===== src/rtl/loader_pkg.sv =====
// Shared definitions for the program loader: FSM states and header field positions.
package loader_pkg;

   typedef enum logic [2:0] {
      WAIT_HDR,
      LOAD,
      CHECK,
      RUN,
      FAULT
   } loader_state_t;

   // Header byte: [7:4] base address, [3:0] payload length minus one
   localparam int HDR_BASE_MSB = 7;
   localparam int HDR_BASE_LSB = 4;
   localparam int HDR_CNT_MSB  = 3;
   localparam int HDR_CNT_LSB  = 0;

endpackage


===== src/rtl/program_loader.sv =====
// Framed byte-stream loader for the CPU program RAM: writes the payload,
// checks an XOR checksum and releases the CPU core only after a good frame.
module program_loader
   import loader_pkg::*;
#(
   parameter int ADDR_W = 4,
   parameter int DATA_W = 8
) (
   input  logic              clk,
   input  logic              reset,
   input  logic [DATA_W-1:0] in_data,
   input  logic              in_valid,
   output logic              in_ready,
   input  logic              load_req,
   output logic              input_mode,
   output logic [ADDR_W-1:0] input_address,
   output logic [DATA_W-1:0] input_program,
   output logic              cpu_reset,
   output logic              busy,
   output logic              error
);

   loader_state_t     state_q, state_d;
   logic [ADDR_W-1:0] base_q, base_d;
   logic [ADDR_W-1:0] cnt_q, cnt_d;
   logic [ADDR_W-1:0] idx_q, idx_d;
   logic [DATA_W-1:0] chk_q, chk_d;
   logic              in_ready_q, in_ready_d;
   logic              mode_q, mode_d;
   logic [ADDR_W-1:0] addr_q, addr_d;
   logic [DATA_W-1:0] prog_q, prog_d;
   logic              cpu_reset_q, cpu_reset_d;
   logic              busy_q, busy_d;
   logic              error_q, error_d;
   logic              accept;

   assign accept = in_valid && in_ready_q;

   always_comb begin
      state_d     = state_q;
      base_d      = base_q;
      cnt_d       = cnt_q;
      idx_d       = idx_q;
      chk_d       = chk_q;
      mode_d      = mode_q;
      addr_d      = addr_q;
      prog_d      = prog_q;
      cpu_reset_d = cpu_reset_q;
      error_d     = error_q;

      case (state_q)
         WAIT_HDR, FAULT: begin
            if (accept) begin
               base_d  = in_data[HDR_BASE_MSB:HDR_BASE_LSB];
               cnt_d   = in_data[HDR_CNT_MSB:HDR_CNT_LSB];
               idx_d   = '0;
               chk_d   = in_data;
               error_d = 1'b0;
               state_d = LOAD;
            end
         end
         LOAD: begin
            if (accept) begin
               // Address sum is ADDR_W bits wide, so it wraps past the top of RAM
               addr_d = base_q + idx_q;
               prog_d = in_data;
               mode_d = 1'b1;
               chk_d  = chk_q ^ in_data;
               idx_d  = idx_q + 1'b1;
               if (idx_q == cnt_q) begin
                  state_d = CHECK;
               end
            end
         end
         CHECK: begin
            if (accept) begin
               mode_d = 1'b0;
               if (in_data == chk_q) begin
                  cpu_reset_d = 1'b1;
                  state_d     = RUN;
               end else begin
                  error_d = 1'b1;
                  state_d = FAULT;
               end
            end
         end
         RUN: begin
            if (load_req) begin
               cpu_reset_d = 1'b0;
               state_d     = WAIT_HDR;
            end
         end
         default: state_d = WAIT_HDR;
      endcase

      // Status flags are registered copies of the next state
      in_ready_d = (state_d != RUN);
      busy_d     = (state_d == LOAD) || (state_d == CHECK);
   end

   always_ff @(posedge clk or negedge reset) begin
      if (!reset) begin
         state_q     <= WAIT_HDR;
         base_q      <= '0;
         cnt_q       <= '0;
         idx_q       <= '0;
         chk_q       <= '0;
         in_ready_q  <= 1'b0;
         mode_q      <= 1'b0;
         addr_q      <= '0;
         prog_q      <= '0;
         cpu_reset_q <= 1'b0;
         busy_q      <= 1'b0;
         error_q     <= 1'b0;
      end else begin
         state_q     <= state_d;
         base_q      <= base_d;
         cnt_q       <= cnt_d;
         idx_q       <= idx_d;
         chk_q       <= chk_d;
         in_ready_q  <= in_ready_d;
         mode_q      <= mode_d;
         addr_q      <= addr_d;
         prog_q      <= prog_d;
         cpu_reset_q <= cpu_reset_d;
         busy_q      <= busy_d;
         error_q     <= error_d;
      end
   end

   assign in_ready      = in_ready_q;
   assign input_mode    = mode_q;
   assign input_address = addr_q;
   assign input_program = prog_q;
   assign cpu_reset     = cpu_reset_q;
   assign busy          = busy_q;
   assign error         = error_q;

endmodule


===== config.mk =====
export PLATFORM = sky130hd
export DESIGN_NAME = program_loader
export DESIGN_NICKNAME = d
export VERILOG_FILES = /design/src/rtl/loader_pkg.sv /design/src/rtl/program_loader.sv
export SDC_FILE = /design/constraint.sdc
export NUM_CORES = 1
export LEC_CHECK = 0
export ABC_AREA = 1
export CAP_MARGIN = 15
export CORE_ASPECT_RATIO = 0.6
export CORE_MARGIN = 10
export CORE_UTILIZATION = 48
export DETAILED_ROUTE_END_ITERATION = 8
export HOLD_SLACK_MARGIN = 0.03
export MAX_ROUTING_LAYER = met4
export PLACE_DENSITY = 0.72
export SLEW_MARGIN = 0
export SYNTH_ARGS = -nofsm -noshare
export SYNTH_HDL_FRONTEND = slang
export SYNTH_SLANG_ARGS = --single-unit
export TNS_END_PERCENT = 50

===== constraint.sdc =====
create_clock -name clk -period 2.05 [get_ports clk]
set_clock_uncertainty 0.2 [all_clocks]
set_input_delay 0.615 -clock clk [delete_from_list [all_inputs] [get_ports clk]]
set_output_delay 0.615 -clock clk [all_outputs]
set_load 0.02 [all_outputs]

==> results of run 1 <==
## worst reg2reg max path, stage by stage, from the launching register on
cell and delay [ns]:
dfrtp_1 0.46, ha_1 0.21, inv_1 0.06, fa_1 0.37
xor2_1 0.14, o21ai_0 0.14
## per-stage QoR
stage	instance area (sq um)	setup WS [ns]	TNS, ns	utilization (%)
3_3_place_gp	2404	-0.1818	-0.9021	63.48
3_5_place_dp	2404	-0.2107	-1.281	63.48
4_1_cts	2472	0.09135	0	65.30
6_report	2480	0.07062	0	65.50
5_1_grt	2480	0.008296	0	65.50
2_1_floorplan	1938	0.4255	0	-
## logic make-up after synthesis
kind of cell / share of synthesized area [%]
AOI/OAI and AO/OA: 6.456
xor gates and xnor gates: 9.490
adders and majority gates: 3.615
buffers and inverters: 6.327
DFF: 51.65
and+or+nand+nor: 22.47
## power breakdown
part / switching [mW] / total, mW / internal, mW / leakage (nW)
Combinational: 0.980 / 1.69 / 0.714 / 0.732
Clock: 0.275 / 0.550 / 0.275 / 0.0455
Sequential: 0.248 / 1.39 / 1.14 / 0.492
## metal layers
layer  vias to the layer above  share of wire (%)
li1                        776                  -
met1                       717                 52
met2                        33                 41
met3                         8                6.2
met4                         0                1.2
met5                         -                  0
## registers in the layout, summed over array words and instances (netlist names)
signal         flops
chk_q              8
input_program      8
base_q             4
cnt_q              4
idx_q              4
input_address      4
state_q            3
busy               1
cpu_reset          1
error              1
in_ready           1
input_mode         1
## worst max-delay path by stage
stage | start | endpoint | slack (ns) | depth (start not counted)
after floorplan | in_valid | chk_q[5] | 0.43 | 6
after global placement | in_data[6] | busy | -0.18 | 10
after detailed placement | in_data[6] | busy | -0.21 | 10
after CTS | in_data[6] | busy | 0.09 | 10
after global routing | in_data[6] | busy | 0.008 | 10
final | in_data[6] | busy | 0.07 | 10
## repair_timing
| action | CTS | global route |
|---|---|---|
| gates resized for setup | 17 | 3 |
| hold buffers | 0 | 0 |
| endpoints found under the setup margin | 17 | 1 |
## cells in the mapped netlist, drive strengths merged
library cell  number
nor2              13
ha                 4
fa                 1
a21oi              4
xnor2              8
inv               25
nand3              7
nand2             77
nor3               1
o21ai             21
buf                3
clkbuf             2
dfrtp             40
xor2              13
nand4              1
## layout make-up
class	instances	area, sq um
sequential	40	1001
tap	47	58.81
fill	333	1306
clock buffer	8	90.09
timing repair buffer	46	416.7
multi-input combinational	150	819.5
inverter	25	93.84
==> run_results.csv, run 1 <==
group,metric,value,unit
critical_path,crit_top_cell,"nand2_1",
clock_network,cts_buffers,5,
finish,diodes,0,
global_route,grtUsageMet3,3.770,%
critical_path,required,2.09,ns
finish,final_layout_size_suffix_gt1_share,17.10,%
job,drv_cap,0,
sta,post-route-period-util,96.56,%
sta,worst_pin_slew,0.5098,ns
routing,route.detailed.drc,0,
pwr,p_leak,1.270,nW
synth,synthCells,220,
floorplanning,dieWidth,102.0,microns
routing,first_iter_violations,60,
global_route,first_global_vias,1588,
synth,synthTopCellsByArea,"dfrtp_1 (52%), nand2_1 (12%), xor2_1 (5.9%)",
routing,ant_nets,0,
synth,synth_area,1938,sq um
clock_network,root_buffer,"clkbuf_8",
synth,synth_top_area_cell,"dfrtp_1",
sta,fmax,505.2,MHz
sta,hold_viol,0,
floorplanning,fp-row-count,17,
synth,yosysSeqAreaShare,51.65,%
critical_path,cp_max_fo,3,
global_route,grt_pass1_wl,7548,microns
global_route,grt_max_degree,41,
critical_path,cp_top_family,"simple AND/OR/NAND/NOR gates",
routing,num_vias,1534,
critical_path,critical_path_class,"input port to flop",
pwr,max-vdd-ir-drop,0.0006460,V
clock_network,post_cts_buffers,0,
synth,syn_area_per_cell,8.810,sq um
placed_design,port_buffers,28,
sta,rsz0062_at_grt,"no",
global_route,track_usage,13.57,%
finish,mostFrequentLayoutCell,"nand2_1",
status,status,"completed",
critical_path,rrSetupSlack,0.39,ns
critical_path,crit_chain,"clkdlybuf4s50_1 > xnor2_1 > nand2_1 > nor2_1 > nand2_1 > nand2_2 > nand2_1 > nand2_1 > nand2_1 > nand2_1",
critical_path,r2r-end,"input_address[2]",
sta,setup_viol,0,
sta,slew_viol_final,0,
global_route,grt.met2_usage,17.45,%
global_route,grtUsageMet1,19.76,%
worst_hold_path,hp-class,"input port to asynchronous set/reset pin",
floorplanning,core_area,3786,sq um
placed_design,hpwl,3228,microns
synth,yosys_register_bits,40,
placed_design,gp_congestion,0.8389,
clock_network,worstSkewPairLatency,0.30,ns
global_route,busiest_layer,"met1",
global_route,antenna_found_initial,0,
clock_network,cts_sinks,40,
routing,wirelength,4301,microns
critical_path,cpMaxStageDelayCell,"clkdlybuf4s50_1",
critical_path,reg2regPathDepth,5,
finish,final_nets,285,
routing,via_per_inst,4.854,
floorplanning,die_area,7063,sq um
sta,min_period,1.979,ns
pwr,powerDensity,1465,nW/um^2
synth,syn_nets,237,
sta,maxSlewHeadroom,66.02,%
finish,fin_cells,316,
clock_network,h-tree-depth,2,
synth,synth_top_area_share,51.65,%
floorplanning,start_util,51.19,%
placed_design,dpl.cell_count,308,
critical_path,path_buf_inv,1,
critical_path,critical_path.max_stage_delay,0.51,ns
critical_path,critPathArrivalTime,2.02,ns
critical_path,crit_path_end_kind,"flop",
clock_network,ctsLongestPathBuffers,2,
routing,dr.pass1.iters,4,
finish,most-common-layout-cells,"nand2_1 (63), dfrtp_1 (40), inv_1 (23)",
critical_path,r2r-start,"idx_q[0]",
pwr,fin_total_pwr,3.633,mW
floorplanning,io_pins,29,
floorplanning,die_h,69.22,microns
synth,synth_cell_type_count,20,
routing,routedWlPerCell,13.61,microns
sta,holdWs,0.1654,ns
global_route,globalRouteOverflowTotal,0,
synth,ys_warn_count,0,
finish,area_delta_synth_final,27.95,%
clock_network,cts_tree,"yes",
critical_path,crit_path_start_kind,"input port",
clock_network,clk_pin_slew,0.08,ns
Note: power is estimated with default switching activity, not from simulation.
==> inputs of run 2 (changes only) <==
--- a/config.mk
+++ b/config.mk
@@ -5,11 +5,12 @@
 export SDC_FILE = /design/constraint.sdc
 export NUM_CORES = 1
 export LEC_CHECK = 0
-export ABC_AREA = 1
+export ABC_CLOCK_PERIOD_IN_PS = 2050
 export CAP_MARGIN = 15
 export CORE_ASPECT_RATIO = 0.6
 export CORE_MARGIN = 10
 export CORE_UTILIZATION = 48
+export CTS_CLUSTER_SIZE = 40
 export DETAILED_ROUTE_END_ITERATION = 8
 export HOLD_SLACK_MARGIN = 0.03
 export MAX_ROUTING_LAYER = met4
==> run_results.csv, run 2 <==
group,metric,value,unit
pwr,max-vdd-ir-drop,0.0007035,V
floorplanning,fp-row-count,17,
global_route,track_usage,13.61,%
job,drv_cap,0,
synth,synth_top_area_share,50.44,%
synth,synthTopCellsByArea,"dfrtp_1 (50%), nand2_1 (11%), xor2_1 (4.4%)",
clock_network,clk_pin_slew,0.08,ns
pwr,p_seq_share,38.2,%
clock_network,hold_buffers,0,
routing,ant_nets,0,
finish,diodes,0,
status,status,"completed",
routing,via_per_inst,5.263,
clock_network,cts_sinks,40,
clock_network,cts_buffers,5,
pwr,powerDensity,1431,nW/um^2
routing,num_vias,1600,
synth,synth_most_common_cell,"nand2_1",
finish,most-common-layout-cells,"nand2_1 (57), dfrtp_1 (40), buf_4 (21)",
synth,yosys_register_bits,40,
sta,worst_pin_slew,0.5282,ns
pwr,p_leak,1.275,nW
clock_network,post_cts_buffers,0,
synth,synth_area,1984,sq um
floorplanning,die_h,69.81,microns
placed_design,placed_cell_area,2476,sq um
critical_path,critical_path_class,"input port to flop",
synth,synth_cell_type_count,38,
clock_network,root_buffer,"clkbuf_8",
pwr,sw_frac_of_total,39.00,%
floorplanning,dieWidth,103.0,microns
worst_hold_path,hp-class,"input port to asynchronous set/reset pin",
synth,synth_edf_count,0,
finish,mostFrequentLayoutCell,"nand2_1",
global_route,antenna_found_initial,0,
clock_network,worstSkewPairLatency,0.29,ns
sta,slew_viol_final,0,
global_route,first_global_vias,1580,
critical_path,critPathArrivalTime,1.97,ns
synth,async_flop_share,100.0,%
pwr,combPwrFrac,42.9,%
synth,synthCells,206,
global_route,globalRouteOverflowTotal,0,
finish,final_nets,273,
placed_design,hpwl,3334,microns
critical_path,crit_path_start_kind,"input port",
synth,synth_top_area_cell,"dfrtp_1",
global_route,grtUsageMet3,3.869,%
global_route,grt_pass1_wl,7734,microns
clock_network,ctsLongestPathBuffers,2,
sta,maxSlewHeadroom,64.79,%
clock_network,h-tree-depth,2,
synth,syn_nets,223,
routing,dr.pass1.iters,4,
pwr,p_clk_share,18.9,%
finish,fin_cells,304,
placed_design,port_buffers,28,
synth,syn_area_per_cell,9.633,sq um
placed_design,gp_congestion,0.8039,
placed_design,dpl.cell_count,296,
finish,final_layout_size_suffix_gt1_share,17.51,%
sta,min_period,1.976,ns
global_route,grt.met2_usage,17.72,%
floorplanning,die_area,7190,sq um
routing,first_iter_violations,109,
floorplanning,start_util,51.83,%
synth,yosysSeqAreaShare,50.44,%
global_route,busiest_layer,"met1",
sta,fmax,506.1,MHz
routing,wirelength,4530,microns
sta,hold_viol,0,
global_route,grt_max_degree,41,
synth,ys_warn_count,0,
floorplanning,io_pins,29,
pwr,p_int,2.286,mW
sta,post-route-period-util,96.39,%
critical_path,required,2.05,ns
routing,route.detailed.drc,0,
critical_path,crit_path_end_kind,"flop",
synth,synth_ff_type,"dfrtp_1",
critical_path,cp_max_fo,4,
pwr,p_sw,1.462,mW
floorplanning,core_area,3829,sq um
finish,area_delta_synth_final,31.97,%
routing,routedWlPerCell,14.90,microns
sta,setup_viol,0,
synth,ys_top_cells_by_count,"nand2_1 (58), dfrtp_1 (40), nor2_1 (14), a21oi_1 (10), xor2_1 (10)",
sta,rsz0062_at_grt,"no",
global_route,grtUsageMet1,20.07,%
finish,fin_area,2619,sq um
clock_network,cts_tree,"yes",
## run 2: cell types whose count changed after synthesis, moves of 4 or more
| cell | delta |
|---|---|
| buf_2 | +4 |
| a311oi_1 | +8 |
| nand2_2 | -13 |
| nand2_1 | -6 |
| nor2_1 | +4 |
| o21ai_0 | -16 |
| a21oi_1 | +6 |
| inv_1 | -17 |
## run 2: per-stage QoR
stage | setup WS, ns | util [%] | TNS (ns) | power [mW] | hold slack, ns
3_3_place_gp | -0.2571 | 64.67 | -6.634 | 3.075 | 0.2574
2_1_floorplan | 0.2733 | - | 0 | 2.429 | 0.1194
4_1_cts | 0.01149 | 67.45 | 0 | 3.750 | 0.08993
6_report | 0.07407 | 68.40 | 0 | 3.748 | 0.08263
3_5_place_dp | -0.2702 | 64.67 | -8.232 | 3.124 | 0.2632
5_1_grt | 0.001496 | 68.40 | 0 | 4.058 | 0.09893
## run 2: worst paths after layout
kind / from / to / slack (ns) / depth (start not counted)
worst max-delay path: in_data[6] / state_q[1] / 0.07 / 6
worst min-delay path: reset / input_address[1] / 0.08 / 2
worst max register to register: idx_q[2] / state_q[1] / 0.30 / 4
worst min register to register: input_program[4] / input_program[4] / 0.27 / 2
max in group asynchronous: reset / chk_q[3] / 1.37 / 2
min in group clk: input_program[4] / input_program[4] / 0.27 / 2
## run 2: kinds of logic after synthesis
logic type,after synthesis,share of synthesized area [%]
AOI/OAI and AO/OA,37,13.37
xor gates and xnor gates,17,7.503
adders and majority gates,5,3.531
buffers and inverters,15,4.161
DFF,40,50.44
and+or+nand+nor,92,21.00
## run 2: area by class of cell
class | count | area (sq um)
clock buffers | 7 | 96.34
clock inverters | 1 | 30.03
fillers | 329 | 1210
inverters | 6 | 22.52
multi-input cells | 151 | 924.6
flip-flops and latches | 40 | 1001
well taps | 47 | 58.81
repair buffers | 52 | 485.5
## run 2: layer usage
layer	share of wire (%)	up-vias
li1	-	803
met1	52	756
met2	42	37
met3	5.1	4
met4	0.38	0
met5	0	-
## run 2: power groups by stage
| stage | Clock, mW | Combinational (mW) | Sequential (mW) |
|---|---|---|---|
| after floorplan | 0 | 0.907 | 1.52 |
| after global placement | 0 | 1.65 | 1.43 |
| after CTS | 0.718 | 1.61 | 1.43 |
| after global routing | 0.755 | 1.82 | 1.49 |
| after detailed placement | 0 | 1.68 | 1.44 |
| final | 0.706 | 1.61 | 1.43 |
## run 2: what timing repair did
action,CTS,global route
gates resized for setup,16,10
pin swaps,0,5
gates cloned,0,0
setup endpoints to repair,16,31
## run 2: critical path, cell delays in order
cell	delay (ns)
clkdlybuf4s50_1	0.43
xor2_1	0.16
nor4_2	0.25
buf_4	0.17
nand4_1	0.09
a31oi_1	0.25
==> edit 1: new RTL, config.mk and constraints of run 2 <==
The 5 states of `loader_state_t` get a one-hot encoding in 5 bits.
--- a/src/rtl/loader_pkg.sv
+++ b/src/rtl/loader_pkg.sv
@@ -1,12 +1,12 @@
 // Shared definitions for the program loader: FSM states and header field positions.
 package loader_pkg;
 
-   typedef enum logic [2:0] {
-      WAIT_HDR,
-      LOAD,
-      CHECK,
-      RUN,
-      FAULT
+   typedef enum logic [4:0] {
+      WAIT_HDR = 5'b00001,
+      LOAD     = 5'b00010,
+      CHECK    = 5'b00100,
+      RUN      = 5'b01000,
+      FAULT    = 5'b10000
    } loader_state_t;
 
    // Header byte: [7:4] base address, [3:0] payload length minus one
Formal check against the unedited RTL: no difference found for any inputs over 10 cycles, from zero or initial values and one cycle with reset low; not proved beyond that.
==> edit 1 against run 2 <==
  * Critical path depth shrank 1
  * Combinational power shrank 7%
  * Critical endpoint is now error
  * Non-clock buffer count rose by 4
  * Hold slack worse by 12 ps
  * Design area rose by 6.9%
  * Power is 7.5% lower
  * Sequential cell count rose by 2
  * First-iteration DRC count grew 22%
  * Area after synthesis is 11% higher
  * Setup slack got worse by 23 ps
  * Utilization down 3.0 points
  * Routed wire length up 15%
==> edit 1: results (changes against run 2) <==
worst r2r src - state_q[0] (was idx_q[2])
vias in the first global route - 1768 (was 1580)
P_leak - 1.28 nW (about the same)
Power Density - 1240 nW/um2 (was 1430 nW/um2)
switching share of power - 38.2% (was 39.0%)
worst reg2reg path depth - 5 (was 4)
outcome - complete, no violations (unchanged)
Placer Congestion - 0.811 (was 0.804)
GRT met2 Usage - 20.0% (was 17.7%)
placed cells - 317 (was 296)
M1 GR Usage - 20.7% (was 20.1%)
Met3 Routed Length - 340 um (was 231 um)
Syn Inst Count - 212 (was 206)
Fillers - 362 (was 329)
r2r endpoint - error (was state_q[1])
top post-synthesis cells by area - dfrtp_1 46%, xnor2_1 5.2%, o21ai_2 4.0%, mux2_2 3.6%, o311ai_0 3.6% (was dfrtp_1 50%, nand2_1 11%, xor2_1 4.4%, a311oi_1 3.5%, xnor2_1 3.1%)
post-DP HPWL - 3840 um (was 3330 um)
fin nets - 281 (was 273)
area post-placement - 2710 um2 (was 2480 um2)
Setup WS pre-CTS - -449 ps (was -270 ps)
critical path peak fanout - 8 (was 4)
via count - 1737 (was 1600)
Tightest Pin Transition - 452 ps (was 528 ps)
count of cell types in the netlist - 47 (was 38)
Comb power - 1.50 mW (was 1.61 mW)
Vias/cell - 5.34 (was 5.26)
fraction of final layout cells sized beyond drive strength 1 - 23.4% (was 17.5%)
post-synthesis net count - 229 (was 223)
met1 WL - 2670 um (was 2370 um)
routed wl met2 - 2140 um (was 1910 um)
internal reg-to-reg setup slack - 50 ps (was 300 ps)
peak supply drop - 0.684 mV (was 0.703 mV)
Total GRT Usage - 14.7% (was 13.6%)
global-route wire length before repair - 8790 um (was 7730 um)
largest net degree at the start of global routing - 43 (was 41)
==> edit 1: cell types whose count changed after synthesis, sizes merged, moves of 5 or more <==
cell,change
nand2,-42
inv,+9
a21oi,-6
nor3,+8
mux2,+8
o21ai,+17
nor2,-5
nand3,+8
o311ai,+9
a311oi,-8
xor2,-6
xnor2,+6
==> edit 1: logic make-up (layout without fill, tap and decap cells) <==
| kind of cell | count (synthesis) | after routing | share of synthesized area (%) |
|---|---|---|---|
| simple gates | 64 | 64 | 16.0 |
| compound gates | 49 | 49 | 15.8 |
| flops | 42 | 42 | 47.6 |
| buf+inv | 26 | 79 | 5.89 |
| xor+xnor | 17 | 17 | 6.74 |
| mux | 9 | 9 | 4.70 |
| fa+ha+maj | 5 | 5 | 3.17 |
==> edit 1: area by class of cell <==
class	instances	area, um2	area share [%]
flip-flops and latches	42	1050	37.6
repair buffers	56	479	17.1
clock buffers	8	90.1	3.22
multi-input cells	144	1050	37.4
well taps	60	75.1	2.68
inverters	15	56.3	2.01
==> edit 1: critical path, cell delays in order, from the launching register on <==
cell	delay, ps
dfstp_2	380
buf_4	160
or3_1	410
or4_4	470
buf_4	160
o22ai_1	150
==> edit 1: worst max-delay path by stage <==
stage / startpoint / end / slack (ps) / cells past startpoint
global route: state_q[0] / error / 9 / 5
floorplan: state_q[0] / input_address[0] / 20 / 5
CTS: busy / busy / 7 / 1
global placement: in_valid / chk_q[3] / -400 / 6
finish: state_q[0] / error / 50 / 5
detailed placement: in_valid / chk_q[5] / -450 / 6
==> edit 1: per-stage QoR <==
stage	TNS (ps)	hold WS, ps
detailed placement	-12830	266
floorplan	0	119
global placement	-11920	262
finish	0	70.6
global route	0	84.4
CTS	0	80.8
==> edit 1: repair_timing <==
item,4_1_cts,5_1_grt
endpoints found under the setup margin,37,3
pin swaps,1,0
gates resized for setup,19,2
==> edit 2: new RTL, settings of run 2 <==
Made on the original files. `DATA_W`: 8 -> 9.
--- a/src/rtl/program_loader.sv
+++ b/src/rtl/program_loader.sv
@@ -4,7 +4,7 @@
    import loader_pkg::*;
 #(
    parameter int ADDR_W = 4,
-   parameter int DATA_W = 8
+   parameter int DATA_W = 9
 ) (
    input  logic              clk,
    input  logic              reset,
Interface: changed (resized in_data and input_program); port bits go from 29 to 31. No check against the original RTL was run, so the function may have changed too.
==> edit 2 against run 2 <==
  * Routed wire length up 0.26%
  * Design area rose by 0.96%
  * Highest routed layer unchanged
  * Critical path depth increased by 1
  * Area after synthesis increased by 0.69%
  * Power is 7.7% higher
  * Sequential cell count is 2 higher
  * Sequential share of layout area is 1.5 points higher
  * Setup slack worse by 56 ps
  * Final cell count is 5.6% higher
==> edit 2: results (changes against run 2) <==
outcome - complete, no violations (unchanged)
DRT Wirelength - 4540 um (was 4530 um)
global-route wire length before repair - 7650 um (was 7730 um)
worst reg2reg path depth - 6 (was 4)
Tightest Pin Transition - 529 ps (was 528 ps)
largest net degree at the start of global routing - 43 (was 41)
post-synthesis net count - 233 (was 223)
critical path peak fanout - 2 (was 4)
Final Core Density - 65.2% (was 68.4%)
r2r endpoint - state_q[2] (was state_q[1])
Hold WS - 171 ps (was 82.6 ps)
Pint - 2.43 mW (was 2.29 mW)
area post-placement - 2520 um2 (was 2480 um2)
Total GRT Usage - 13.7% (was 13.6%)
P_leak - 1.30 nW (was 1.28 nW)
fin nets - 288 (was 273)
Crit. Startpoint - in_data[8] (was in_data[6])
CTS clk-pin slew, worst paths - 80 ps (about the same)
count of routing violations after the opening detailed-route iteration - 40 (was 109)
count of cell types in the netlist - 30 (was 38)
Fillers - 347 (was 329)
fraction of final layout cells sized beyond drive strength 1 - 14.4% (was 17.5%)
vias in the first global route - 1518 (was 1580)
post-route non-filler standard cell count - 321 (was 304)
worst r2r src - chk_q[3] (was idx_q[2])
Setup WS pre-CTS - -447 ps (was -270 ps)
Placer Congestion - 0.848 (was 0.804)
top cells by count, synth - 80 x nand2_1, 42 x dfrtp_1, 15 x xnor2_1 (was 58 x nand2_1, 40 x dfrtp_1, 14 x nor2_1)
FFs w/ async S/R, synth - 100% (unchanged)
DRT Pass-1 Iters - 4 (unchanged)
Seq/Total Area, Yosys - 52.6% (was 50.4%)
via count - 1569 (was 1600)
top post-synthesis cells by area - dfrtp_1 53%, nand2_1 15%, xnor2_1 6.6%, xor2_1 4.8%, ha_1 2.5% (was dfrtp_1 50%, nand2_1 11%, xor2_1 4.4%, a311oi_1 3.5%, xnor2_1 3.1%)
Mapped Avg Cell Area - 9.29 um2 (was 9.63 um2)
peak supply drop - 0.636 mV (was 0.703 mV)
Worst Path Arrival - 2050 ps (was 1970 ps)
placed cells - 311 (was 296)
Buffers on Ports - 30 (was 28)
[edit 2: area by class of cell]
class | instances | share of cell area, %
Timing Repair Buffer | 56 | 18.6
Inverter | 6 | 0.852
Tap cell | 50 | 2.37
Clock inverter | 1 | 1.14
Sequential cell | 42 | 39.8
Multi-Input combinational cell | 159 | 34.4
Clock buffer | 7 | 2.89
[edit 2: kinds of logic after synthesis]
logic type,synth area share [%]
adders and majority gates,3.51
AOI/OAI and AO/OA,6.95
and+or+nand+nor,22.2
DFF,52.6
xor gates and xnor gates,11.4
buffers and inverters,3.32
[edit 2: critical path: stages]
cell,delay (ps)
clkdlybuf4s50_1,500
xnor2_1,120
nand2_1,110
buf_4,150
nor4_1,270
o21bai_1,130
a21oi_1,150
[edit 2: power by group through the flow]
stage | Clock (mW) | Combinational (mW) | Sequential [mW]
floorplan | 0 | 1.05 | 1.62
global placement | 0 | 1.92 | 1.53
detailed placement | 0 | 1.95 | 1.53
CTS | 0.654 | 1.87 | 1.52
global route | 0.690 | 2.09 | 1.58
finish | 0.643 | 1.87 | 1.52
[edit 2: how the worst max path moves through the flow]
stage / endpoint / slack (ps) / cells past startpoint
floorplan: chk_q[0] / 260 / 5
global route: busy / -50 / 7
finish: busy / 20 / 7
global placement: busy / -380 / 6
detailed placement: state_q[0] / -450 / 6
CTS: busy / 20 / 1
[edit 2: per-layer routing]
layer	track usage (%)	routed length, um	up-vias
met5	-	0	-
met4	5.53	78	0
met3	3.54	186	8
met2	17.4	1800	33
met1	20.0	2480	726
li1	-	-	802
[edit 2: what timing repair did]
item / 4_1_cts / 5_1_grt
buffers inserted: 1 / 1
setup endpoints to repair: 21 / 14
hold endpoints to repair: 0 / 0
gates resized for setup: 26 / 6
pin swaps: 5 / 3
